### config.mk
export PLATFORM = sky130hd
export DESIGN_NAME = tlul_reg_host
export DESIGN_NICKNAME = d
export VERILOG_FILES = /design/src/rtl/tlul_pkg.sv /design/src/rtl/tlul_reg_host.sv
export SDC_FILE = /design/constraint.sdc
export NUM_CORES = 1
export LEC_CHECK = 0
export ABC_AREA = 1
export ABC_CLOCK_PERIOD_IN_PS = 4100
export CAP_MARGIN = 10
export CORE_ASPECT_RATIO = 0.8
export CORE_UTILIZATION = 43
export CTS_BUF_LIST = sky130_fd_sc_hd__clkbuf_16
export DETAILED_ROUTE_END_ITERATION = 8
export PLACE_DENSITY = 0.87
export SYNTH_ARGS = -nofsm -noshare
export SYNTH_HDL_FRONTEND = slang
export SYNTH_SLANG_ARGS = --single-unit
### constraint.sdc
create_clock -name clk_i -period 4.1 [get_ports clk_i]
set_input_delay 1.025 -clock clk_i [delete_from_list [all_inputs] [get_ports clk_i]]
set_output_delay 1.025 -clock clk_i [all_outputs]
set_load 0.01 [all_outputs]
### src/rtl/tlul_pkg.sv
// TL-UL channel bundles shared by hosts and devices.
// Widths follow the common 32-bit TL-UL profile.
package tlul_pkg;

  localparam int TL_AW  = 32;
  localparam int TL_DW  = 32;
  localparam int TL_DBW = TL_DW / 8;
  localparam int TL_SZW = 2;
  localparam int TL_AIW = 8;
  localparam int TL_DIW = 1;
  localparam int TL_AUW = 16;
  localparam int TL_DUW = 16;

  localparam logic [2:0] PutFullData    = 3'h0;
  localparam logic [2:0] PutPartialData = 3'h1;
  localparam logic [2:0] Get            = 3'h4;
  localparam logic [2:0] AccessAck      = 3'h0;
  localparam logic [2:0] AccessAckData  = 3'h1;

  typedef struct packed {
    logic              a_valid;
    logic [2:0]        a_opcode;
    logic [2:0]        a_param;
    logic [TL_SZW-1:0] a_size;
    logic [TL_AIW-1:0] a_source;
    logic [TL_AW-1:0]  a_address;
    logic [TL_DBW-1:0] a_mask;
    logic [TL_DW-1:0]  a_data;
    logic [TL_AUW-1:0] a_user;
    logic              d_ready;
  } tlul_h2d_t;

  typedef struct packed {
    logic              d_valid;
    logic [2:0]        d_opcode;
    logic [2:0]        d_param;
    logic [TL_SZW-1:0] d_size;
    logic [TL_AIW-1:0] d_source;
    logic [TL_DIW-1:0] d_sink;
    logic [TL_DW-1:0]  d_data;
    logic [TL_DUW-1:0] d_user;
    logic              d_error;
    logic              a_ready;
  } tlul_d2h_t;

endpackage

### src/rtl/tlul_reg_host.sv
// Single-outstanding TL-UL host bridging a simple register request port.
// Times out stalled responses and drops late D beats while idle.
module tlul_reg_host
  import tlul_pkg::*;
#(
  parameter int          AW            = 32,
  parameter int          DW            = 32,
  parameter int unsigned SourceId      = 0,
  parameter int          TimeoutCycles = 1024,
  localparam int         DBW           = DW / 8
) (
  input  logic           clk_i,
  input  logic           rst_ni,
  input  logic           req_i,
  input  logic           we_i,
  input  logic [AW-1:0]  addr_i,
  input  logic [DW-1:0]  wdata_i,
  input  logic [DBW-1:0] be_i,
  output logic           ready_o,
  output logic           rsp_valid_o,
  output logic [DW-1:0]  rdata_o,
  output logic           err_o,
  output tlul_h2d_t      tl_o,
  input  tlul_d2h_t      tl_i
);

  localparam int OffW = $clog2(DBW);
  localparam int CW   = $clog2(TimeoutCycles);
  localparam logic [CW-1:0] TMax = CW'(TimeoutCycles - 1);
  localparam logic [TL_AIW-1:0] SrcId = TL_AIW'(SourceId);

  typedef enum logic [1:0] {
    IDLE,
    REQ,
    WAIT
  } state_e;

  state_e         state_q;
  logic           we_q;
  logic [AW-1:0]  addr_q;
  logic [DW-1:0]  wdata_q;
  logic [DBW-1:0] be_q;
  logic [CW-1:0]  cnt_q;
  logic           rsp_valid_q;
  logic           err_q;
  logic [DW-1:0]  rdata_q;

  logic           rsp_err;
  logic [2:0]     a_op;
  logic [AW-1:0]  addr_al;

  assign rsp_err = tl_i.d_error | (tl_i.d_source != SrcId);
  assign addr_al = {addr_q[AW-1:OffW], {OffW{1'b0}}};

  always_comb begin
    a_op = Get;
    unique case (1'b1)
      !we_q:           a_op = Get;
      we_q && &be_q:   a_op = PutFullData;
      we_q && !(&be_q): a_op = PutPartialData;
      default:         a_op = Get;
    endcase
  end

  always_ff @(posedge clk_i or negedge rst_ni) begin
    if (!rst_ni) begin
      state_q     <= IDLE;
      we_q        <= 1'b0;
      addr_q      <= '0;
      wdata_q     <= '0;
      be_q        <= '0;
      cnt_q       <= '0;
      rsp_valid_q <= 1'b0;
      err_q       <= 1'b0;
      rdata_q     <= '0;
    end else begin
      rsp_valid_q <= 1'b0;
      unique case (state_q)
        IDLE: begin
          if (req_i) begin
            we_q    <= we_i;
            addr_q  <= addr_i;
            wdata_q <= wdata_i;
            be_q    <= be_i;
            state_q <= REQ;
          end
        end
        REQ: begin
          if (tl_i.a_ready) begin
            cnt_q   <= '0;
            state_q <= WAIT;
          end
        end
        WAIT: begin
          // A response on the timeout cycle still counts as a response.
          if (tl_i.d_valid) begin
            rsp_valid_q <= 1'b1;
            err_q       <= rsp_err;
            if (!we_q && !rsp_err) begin
              rdata_q <= tl_i.d_data[DW-1:0];
            end
            state_q <= IDLE;
          end else if (cnt_q == TMax) begin
            rsp_valid_q <= 1'b1;
            err_q       <= 1'b1;
            state_q     <= IDLE;
          end else begin
            cnt_q <= cnt_q + 1'b1;
          end
        end
        default: state_q <= IDLE;
      endcase
    end
  end

  assign ready_o     = (state_q == IDLE);
  assign rsp_valid_o = rsp_valid_q;
  assign err_o       = err_q;
  assign rdata_o     = rdata_q;

  always_comb begin
    tl_o           = '0;
    tl_o.a_valid   = (state_q == REQ);
    tl_o.a_opcode  = a_op;
    tl_o.a_size    = TL_SZW'(OffW);
    tl_o.a_source  = SrcId;
    tl_o.a_address = TL_AW'(addr_al);
    tl_o.a_mask    = we_q ? TL_DBW'(be_q) : '1;
    tl_o.a_data    = we_q ? TL_DW'(wdata_q) : '0;
    tl_o.d_ready   = (state_q != REQ);
  end

  logic unused_tl;
  assign unused_tl = ^{tl_i.d_opcode, tl_i.d_param, tl_i.d_size,
                       tl_i.d_sink, tl_i.d_user, addr_q[OffW-1:0]};

endmodule

## Word level (Yosys, flattened, before mapping)

Index checks and enable logic that the tools add are counted.

- Register bits: 115
- Bits in latches: 0
- Bits in writable memories: 0
- Memory bits (read-only): 0
- Output and inout port bits: 137
- Word-level logic and storage cells: 53
- Memories kept: 0

- Add/sub/neg operators: 1
- $mul: 0
- Div/mod/pow operators: 0
- $lt $le $gt $ge: 0
- Equality and inequality tests: 9
- Shift-type cells: 0
- Multiplexer cells: 17
- Bitwise logic cells: 1
- Reductions and logical operators: 16

Operators by type and width:

| kind | count |
|---|---|
| 2-to-1 mux 32 bit | 1 |
| 2-to-1 mux 10 bit | 3 |
| one-hot mux 10 bit (2 select lines) | 1 |
| adder 10 x 1 -> 10 bit, second input constant | 1 |
| equality test 10 bit, second input constant | 1 |
| 2-to-1 mux 2 bit | 4 |
| AND reduction 4 bit | 2 |
| nonzero test 8 bit | 1 |
| != test 2 bit, second input constant | 3 |
| one-hot mux 2 bit (3 select lines) | 1 |
| one-hot mux 3 bit (2 select lines) | 1 |
| AND reduction 3 bit | 2 |
| 2-to-1 mux 1 bit | 5 |
| 2-to-1 mux 4 bit | 1 |
| != test 2 x 1 -> 1 bit, second input constant | 2 |
| AND reduction 2 bit | 2 |
| nonzero test 2 bit | 2 |
| logical AND 1 bit | 3 |
| zero test 1 bit | 3 |
| != test 3 bit, second input constant | 1 |
| equality test 2 x 1 -> 1 bit, second input constant | 1 |
| equality test 2 bit, second input constant | 1 |
| zero test 2 bit | 1 |
| OR 1 bit | 1 |

## Depth between registers and ports, before layout

Gate-level depths: netlist of the first run.

- Word-level depth: 5
- Gate-level depth with buffers: 10

## Worst setup path after synthesis of the first run

No wires, ideal clock.

- Path kind: register to output
- From: reg we_q
- To: out tl_o[49] in the netlist's numbering
- Arrival: 0.951 ns
- Required time: 3.075 ns
- Path slack: 2.124 ns
- Cell stages (with the launch flop): 4
- Cells stage by stage: dfrtp_1 -> clkbuf_1 -> inv_1 -> or2_2

RTL lines:

| item | RTL line | source |
|---|---|---|
| start, declared | tlul_reg_host.sv:39 | `logic we_q;` |
| start signal, assigned | tlul_reg_host.sv:81 | `we_q <= we_i;` |
| end, declared | tlul_reg_host.sv:23 | `output tlul_h2d_t tl_o,` |

==> results of run 1 <==
-- how the worst max path moves through the flow --
stage | from | end | cells after the start | slack, ns
CTS | we_q | tl_o[50] | 3 | 0.87
finish | we_q | tl_o[50] | 3 | 0.90
global route | we_q | tl_o[52] | 3 | 0.76
floorplan | we_q | tl_o[49] | 3 | 2.12
global placement | tl_i[67] | rdata_o[31] | 6 | 1.32
detailed placement | tl_i[67] | rdata_o[19] | 6 | 1.22
-- power groups by stage --
stage / clock [W] / combinational [W] / sequential [W]
floorplan: 0 / 0.000994 / 0.00173
global placement: 0 / 0.00201 / 0.00169
detailed placement: 0 / 0.00206 / 0.00173
CTS: 0.00145 / 0.00208 / 0.00172
global route: 0.00151 / 0.00220 / 0.00176
finish: 0.00143 / 0.00205 / 0.00172
-- metrics by stage --
step,std cells,power (W),hold WS [ns],util,setup slack [ns]
after detailed placement,847,0.003783,0.4820,0.6281,1.216
after floorplan,529,0.002724,0.4775,-,2.124
after global placement,847,0.003694,0.4708,0.6281,1.323
final,878,0.005200,0.4919,0.6777,0.8968
after CTS,878,0.005249,0.4949,0.6777,0.8739
after global routing,878,0.005472,0.5093,0.6777,0.7576
-- routing by layer --
layer | track usage | part of all wire | vias up
met1 | 0.2248 | 0.38 | 1944
li1 | - | - | 1925
met2 | 0.3799 | 0.53 | 175
met5 | 0 | 0 | -
met3 | 0.07303 | 0.072 | 23
met4 | 0.08804 | 0.018 | 0
-- cell type report --
type,instances,area (sq um),share of cell area
inverters,79,296.5,0.03770
multi-input cells,287,1788,0.2273
well taps,148,185.2,0.02354
clock inverters,14,150.1,0.01909
clock buffers,17,425.4,0.05409
repair buffers,220,2192,0.2787
flip-flops and latches,113,2828,0.3595
-- flip-flops by register name, indices dropped and copies added (netlist names) --
name         flops
rsp_valid_o      1
state_q          2
err_o            1
cnt_q           10
we_q             1
addr_q          30
be_q             4
rdata_o         32
wdata_q         32
-- critical path: cells and delay by family (launching register included) --
| kind | cells | cell delay [ns] |
|---|---|---|
| simple gates | 1 | 0.34 |
| buf+inv | 2 | 0.74 |
| flops | 1 | 0.70 |
-- cells by family (layout without fill, tap and decap cells) --
group | Yosys count | in the layout | synth area share
AND/OR/NAND/NOR | 142 | 142 | 0.1202
multiplexers | 66 | 66 | 0.1491
buffers and inverters | 129 | 330 | 0.1285
AO/OA/AOI/OAI | 42 | 42 | 0.04364
other | 2 | 32 | 0.001455
XOR/XNOR | 4 | 4 | 0.006789
adder cells (fa/ha/maj) | 1 | 1 | 0.002424
flip-flops | 113 | 113 | 0.5479
-- synth_stat cells --
cell type | number | area [sq um]
nor3b_2 | 1 | 12.51
nand3b_1 | 1 | 7.510
nor2_2 | 1 | 6.260
a41oi_1 | 1 | 8.760
nand2_1 | 104 | 390.4
xor2_1 | 1 | 8.760
mux2_4 | 7 | 105.1
dfrtp_1 | 113 | 2828
nand3_4 | 1 | 17.52
mux2_2 | 59 | 664.4
or2_2 | 4 | 25.02
buf_2 | 5 | 25.02
nand4_2 | 1 | 12.51
nor3_2 | 1 | 10.01
nand3_2 | 1 | 10.01
a21oi_1 | 1 | 5.000
nand4_1 | 1 | 6.260
buf_4 | 36 | 270.3
conb_1 | 2 | 7.510
nor2_1 | 13 | 48.80
inv_2 | 2 | 7.510
o21ai_2 | 3 | 26.28
o21ai_0 | 4 | 20.02
buf_6 | 5 | 56.30
o21ai_1 | 33 | 165.2
ha_1 | 1 | 12.51
xnor2_1 | 3 | 26.28
clkbuf_1 | 4 | 15.01
nand3_1 | 10 | 50.05
inv_1 | 77 | 289.0
nor2_4 | 1 | 11.26
nand2_2 | 2 | 12.51
==> results.sh, run 1 <==
export IMPL_fillCellCount=852
export IMPL_drt_antenna_violating_nets=0
export IMPL_slowest_stage="dfrtp_1"
export IMPL_min_period_ns=3.203
export IMPL_p_leak_nw=3.760
export IMPL_hold_depth=2
export IMPL_pwr_share_comb=0.395
export IMPL_ys_types=32
export IMPL_clk_latency_ns=0.40
export IMPL_routedWlPerCell_um=14.57
export IMPL_reg2reg_slack_ns=1.89
export IMPL_cts_resized=0
export IMPL_hold_start="rdata_o[11]"
export IMPL_setup_tns_ns=0
export IMPL_ctsRootBufferMaster="clkbuf_16"
export IMPL_syn2layout_area_growth_pct=52.39
export IMPL_ir_drop_v=0.0004286
export IMPL_max_cap_violations=0
export IMPL_reg2reg_depth=5
export IMPL_startpoint_type="flop"
export IMPL_cts_buffers_inserted=17
export IMPL_power_density_nw_per_um2=661.1
export IMPL_hold_viol_final=0
export IMPL_grt_max_degree=70
export IMPL_syn_mean_instance_area_sq_um=10.34
export IMPL_coreArea_sq_um=11600
export IMPL_portBuffers=217
export IMPL_seq_area_frac_synth=0.5479
export IMPL_first_global_vias=4265
export IMPL_grt_pass1_wl_um=20380
export IMPL_power_frac_seq=0.330
export IMPL_ys_warn_count=0
export IMPL_mostFrequentLayoutCell="clkdlybuf4s50_1"
export IMPL_cts_htree_levels=4
export IMPL_dieArea_sq_um=12450
export IMPL_end_kind="output port"
export IMPL_p_int_w=0.003629
export IMPL_clk_path_buf_depth=2
export IMPL_die_h_um=99.99
export IMPL_finalWeightedCongestion=0.8201
export IMPL_place_hpwl_um=9250
export IMPL_clock_skew_ns=0.01099
export IMPL_p_clk_frac=0.275
export IMPL_reg2reg_from="we_q"
export IMPL_crit_arrival_ns=2.18
export IMPL_hold_buffers=0
export IMPL_most_common_layout_cells="clkdlybuf4s50_1, dfrtp_1, nand2_1, inv_1, mux2_2"
export IMPL_pin_count=277
export IMPL_setup_viol=0
export IMPL_switchingPower_w=0.001570
export IMPL_antenna_found_initial=0
export IMPL_fp_dieW_um=124.5
export IMPL_hold_class="reg -> reg"
export IMPL_cp_max_fo=18
export IMPL_drt_iter0_markers=150
export IMPL_antenna_cells=0
export IMPL_worstPathRequired_ns=3.07
export IMPL_globalRouteOverflowTotal=0
export IMPL_cts_setup_buffers=0
export IMPL_worstMarginPinSlew_ns=0.9741
export IMPL_p_sw_frac=0.3020
export IMPL_grt_usage=0.2100
export IMPL_rows=35
export IMPL_r2r_end="rdata_o[27]"
export IMPL_vias=4067
export IMPL_placed_cell_area_sq_um=7289
export IMPL_rsz0062_at_grt="no"
export IMPL_cts_tree="built"
export IMPL_wl_um=12790
export IMPL_cp_slowest_stage_delay_ns=0.70
export IMPL_maxSlewHeadroom=0.3506
export IMPL_fin_crit_sh=0.7813
export IMPL_ys_seq_elements=113
export IMPL_path_clk_slew_ns=0.05
export IMPL_clock_fmax_ghz=0.3122
export IMPL_crit_type="reg -> out"
export IMPL_dr_pass1_iters=4
export IMPL_min_to="rdata_o[11]"
export IMPL_syn_area_sq_um=5161
export IMPL_drive_above_1_share=0.1589
export IMPL_status="finished clean"
export IMPL_nNetsFinal=859
export IMPL_critical_path_cell_chain="inv_1 > or2_2 > clkdlybuf4s50_1"
export IMPL_via_per_inst=4.632
export IMPL_syn_inst=499
export IMPL_clock_sinks=113
export IMPL_drt_drc_violations_left=0
export IMPL_start_util=0.4447
export IMPL_slew_viol_final=0
export IMPL_stdcell_area_sq_um=7865
No activity file was read; power rests on OpenSTA's default activity.
==> run 2: changes to the inputs <==
--- a/config.mk
+++ b/config.mk
@@ -6,13 +6,13 @@
 export NUM_CORES = 1
 export LEC_CHECK = 0
 export ABC_AREA = 1
-export ABC_CLOCK_PERIOD_IN_PS = 4100
+export ABC_CLOCK_PERIOD_IN_PS = 3100
 export CAP_MARGIN = 10
 export CORE_ASPECT_RATIO = 0.8
-export CORE_UTILIZATION = 43
+export CORE_UTILIZATION = 39
 export CTS_BUF_LIST = sky130_fd_sc_hd__clkbuf_16
 export DETAILED_ROUTE_END_ITERATION = 8
-export PLACE_DENSITY = 0.87
+export PLACE_DENSITY = 0.8
 export SYNTH_ARGS = -nofsm -noshare
 export SYNTH_HDL_FRONTEND = slang
 export SYNTH_SLANG_ARGS = --single-unit
==> constraint.sdc (replaced) <==
create_clock -name clk_i -period 3.1 [get_ports clk_i]
set_input_delay 0.775 -clock clk_i [delete_from_list [all_inputs] [get_ports clk_i]]
set_output_delay 0.775 -clock clk_i [all_outputs]
set_load 0.01 [all_outputs]
==> run 2 against run 1 <==
  * Cell count grew 3.5%
  * Register-to-register slack worse by 0.42 ns
  * Routed wire length fell by 5.5%
  * Cell area rose by 0.97%
  * Clock skew fell by 0.0050 ns
  * Critical path depth increased by 1
  * Critical path type unchanged
  * Sequential share of layout area down 0.35 points
  * Via count is 1.5% lower
  * Largest power group unchanged
  * First-iteration DRC count down 15%
  * Worst hold slack got worse by 0.098 ns
==> results.sh, run 2 (same netlist as run 1, synthesis figures left out) <==
export IMPL_status="finished clean"
export IMPL_cts_buffers_inserted=17
export IMPL_finalWeightedCongestion=0.8344
export IMPL_fillCellCount=1034
export IMPL_drt_drc_violations_left=0
export IMPL_drt_iter0_markers=127
export IMPL_fp_dieW_um=130.6
export IMPL_clk_latency_ns=0.39
export IMPL_p_int_w=0.004753
export IMPL_crit_type="reg -> out"
export IMPL_power_density_nw_per_um2=856.3
export IMPL_clk_path_buf_depth=2
export IMPL_clock_sinks=113
export IMPL_fin_crit_sh=0.8472
export IMPL_portBuffers=217
export IMPL_power_w=0.006801
export IMPL_rows=37
export IMPL_grt_max_degree=65
export IMPL_dieArea_sq_um=13700
export IMPL_p_leak_nw=3.780
export IMPL_globalRouteOverflowTotal=0
export IMPL_ctsRootBufferMaster="clkbuf_16"
export IMPL_place_hpwl_um=8924
export IMPL_end_kind="output port"
export IMPL_critical_path_cell_chain="buf_4 > inv_1 > or2_2 > clkdlybuf4s50_1"
export IMPL_antenna_cells=0
export IMPL_maxSlewHeadroom=0.5710
export IMPL_multi_input_area_sq_um=1788
export IMPL_nNetsFinal=863
export IMPL_hold_buffers=0
export IMPL_startpoint_type="flop"
export IMPL_clock_fmax_ghz=0.3808
export IMPL_via_per_inst=4.407
export IMPL_cts_setup_buffers=0
export IMPL_slew_viol_final=0
export IMPL_vias=4006
export IMPL_antenna_found_initial=0
export IMPL_path_clk_slew_ns=0.05
export IMPL_setup_tns_ns=0
export IMPL_cp_slowest_stage_delay_ns=0.49
export IMPL_ir_drop_v=0.0005595
export IMPL_dr_pass1_iters=4
export IMPL_pwr_share_comb=0.406
export IMPL_coreArea_sq_um=12870
export IMPL_first_global_vias=4088
export IMPL_max_cap_violations=0
export IMPL_worstMarginPinSlew_ns=0.6435
export IMPL_hold_viol_final=0
export IMPL_start_util=0.4010
export IMPL_mostFrequentLayoutCell="clkdlybuf4s50_1"
export IMPL_most_common_layout_cells="clkdlybuf4s50_1, dfrtp_1, nand2_1, inv_1, mux2_2"
export IMPL_cts_htree_levels=4
export IMPL_setup_viol=0
export IMPL_grt_usage=0.1863
export IMPL_cts_tree="built"
export IMPL_pin_count=277
export IMPL_p_sw_frac=0.3010
export IMPL_cp_max_fo=14
export IMPL_grt_pass1_wl_um=19640
export IMPL_syn2layout_area_growth_pct=53.87
export IMPL_crit_arrival_ns=1.85
export IMPL_rsz0062_at_grt="no"
export IMPL_switchingPower_w=0.002047
export IMPL_worstPathRequired_ns=2.32
export IMPL_die_h_um=104.9
export IMPL_min_period_ns=2.626
export IMPL_p_clk_frac=0.266
export IMPL_wl_um=12100
export IMPL_power_frac_seq=0.327
export IMPL_hold_class="in -> async"
export IMPL_slowest_stage="clkdlybuf4s50_1"
export IMPL_critPathBufInv=3
export IMPL_drive_above_1_share=0.1635
export IMPL_drt_antenna_violating_nets=0
export IMPL_regArea_sq_um=2828
export IMPL_cp_top_family="buffers and inverters"
export IMPL_routedWlPerCell_um=13.31
export IMPL_cts_resized=0
export IMPL_clock_skew_ns=0.006003
## run 2: cell type report
class,instances,area share
clock buffer,17,0.05357
inverter,79,0.03734
clock inverter,14,0.01576
multi-input combinational,287,0.2251
timing repair buffer,224,0.2845
tap,175,0.02757
sequential,113,0.3561
## run 2: stage by stage
| stage | area [sq um] | hold slack (ns) | std cells | setup slack, ns | util |
|---|---|---|---|---|---|
| 2_1_floorplan | 5274 | 0.4775 | 529 | 1.374 | - |
| 3_3_place_gp | 7391 | 0.4696 | 878 | 0.7508 | 0.5743 |
| 3_5_place_dp | 7391 | 0.4775 | 878 | 0.7112 | 0.5743 |
| 4_1_cts | 7941 | 0.4099 | 909 | 0.4419 | 0.6171 |
| 5_1_grt | 7941 | 0.4423 | 909 | 0.3812 | 0.6171 |
| 6_report | 7941 | 0.3943 | 909 | 0.4737 | 0.6171 |
## run 2: path summary, 6_finish.rpt
check / from / to / slack [ns] / depth (start not counted)
setup / recovery: we_q / tl_o[49] / 0.47 / 4
hold / removal: rst_ni / wdata_q[17] / 0.39 / 1
setup reg to reg: cnt_q[0] / cnt_q[3] / 1.47 / 8
hold reg to reg: rdata_o[27] / rdata_o[27] / 0.49 / 2
max in group asynchronous: rst_ni / addr_q[15] / 1.97 / 2
min in group clk_i: rdata_o[27] / rdata_o[27] / 0.49 / 2
## run 2: power by group through the flow
stage          registers (W)  logic [W]  clock network, W
3_5_place_dp         0.00225    0.00279                 0
5_1_grt              0.00230    0.00300           0.00192
4_1_cts              0.00223    0.00280           0.00186
2_1_floorplan        0.00229    0.00132                 0
3_3_place_gp         0.00220    0.00273                 0
6_report             0.00223    0.00276           0.00181
## run 2: routing by layer
| metal | share of wire | GRT usage | vias up |
|---|---|---|---|
| met3 | 0.083 | 0.06452 | 14 |
| met1 | 0.39 | 0.2134 | 1898 |
| li1 | - | - | 1936 |
| met4 | 0.015 | 0.07061 | 0 |
| met5 | 0 | 0 | - |
| met2 | 0.51 | 0.3167 | 158 |
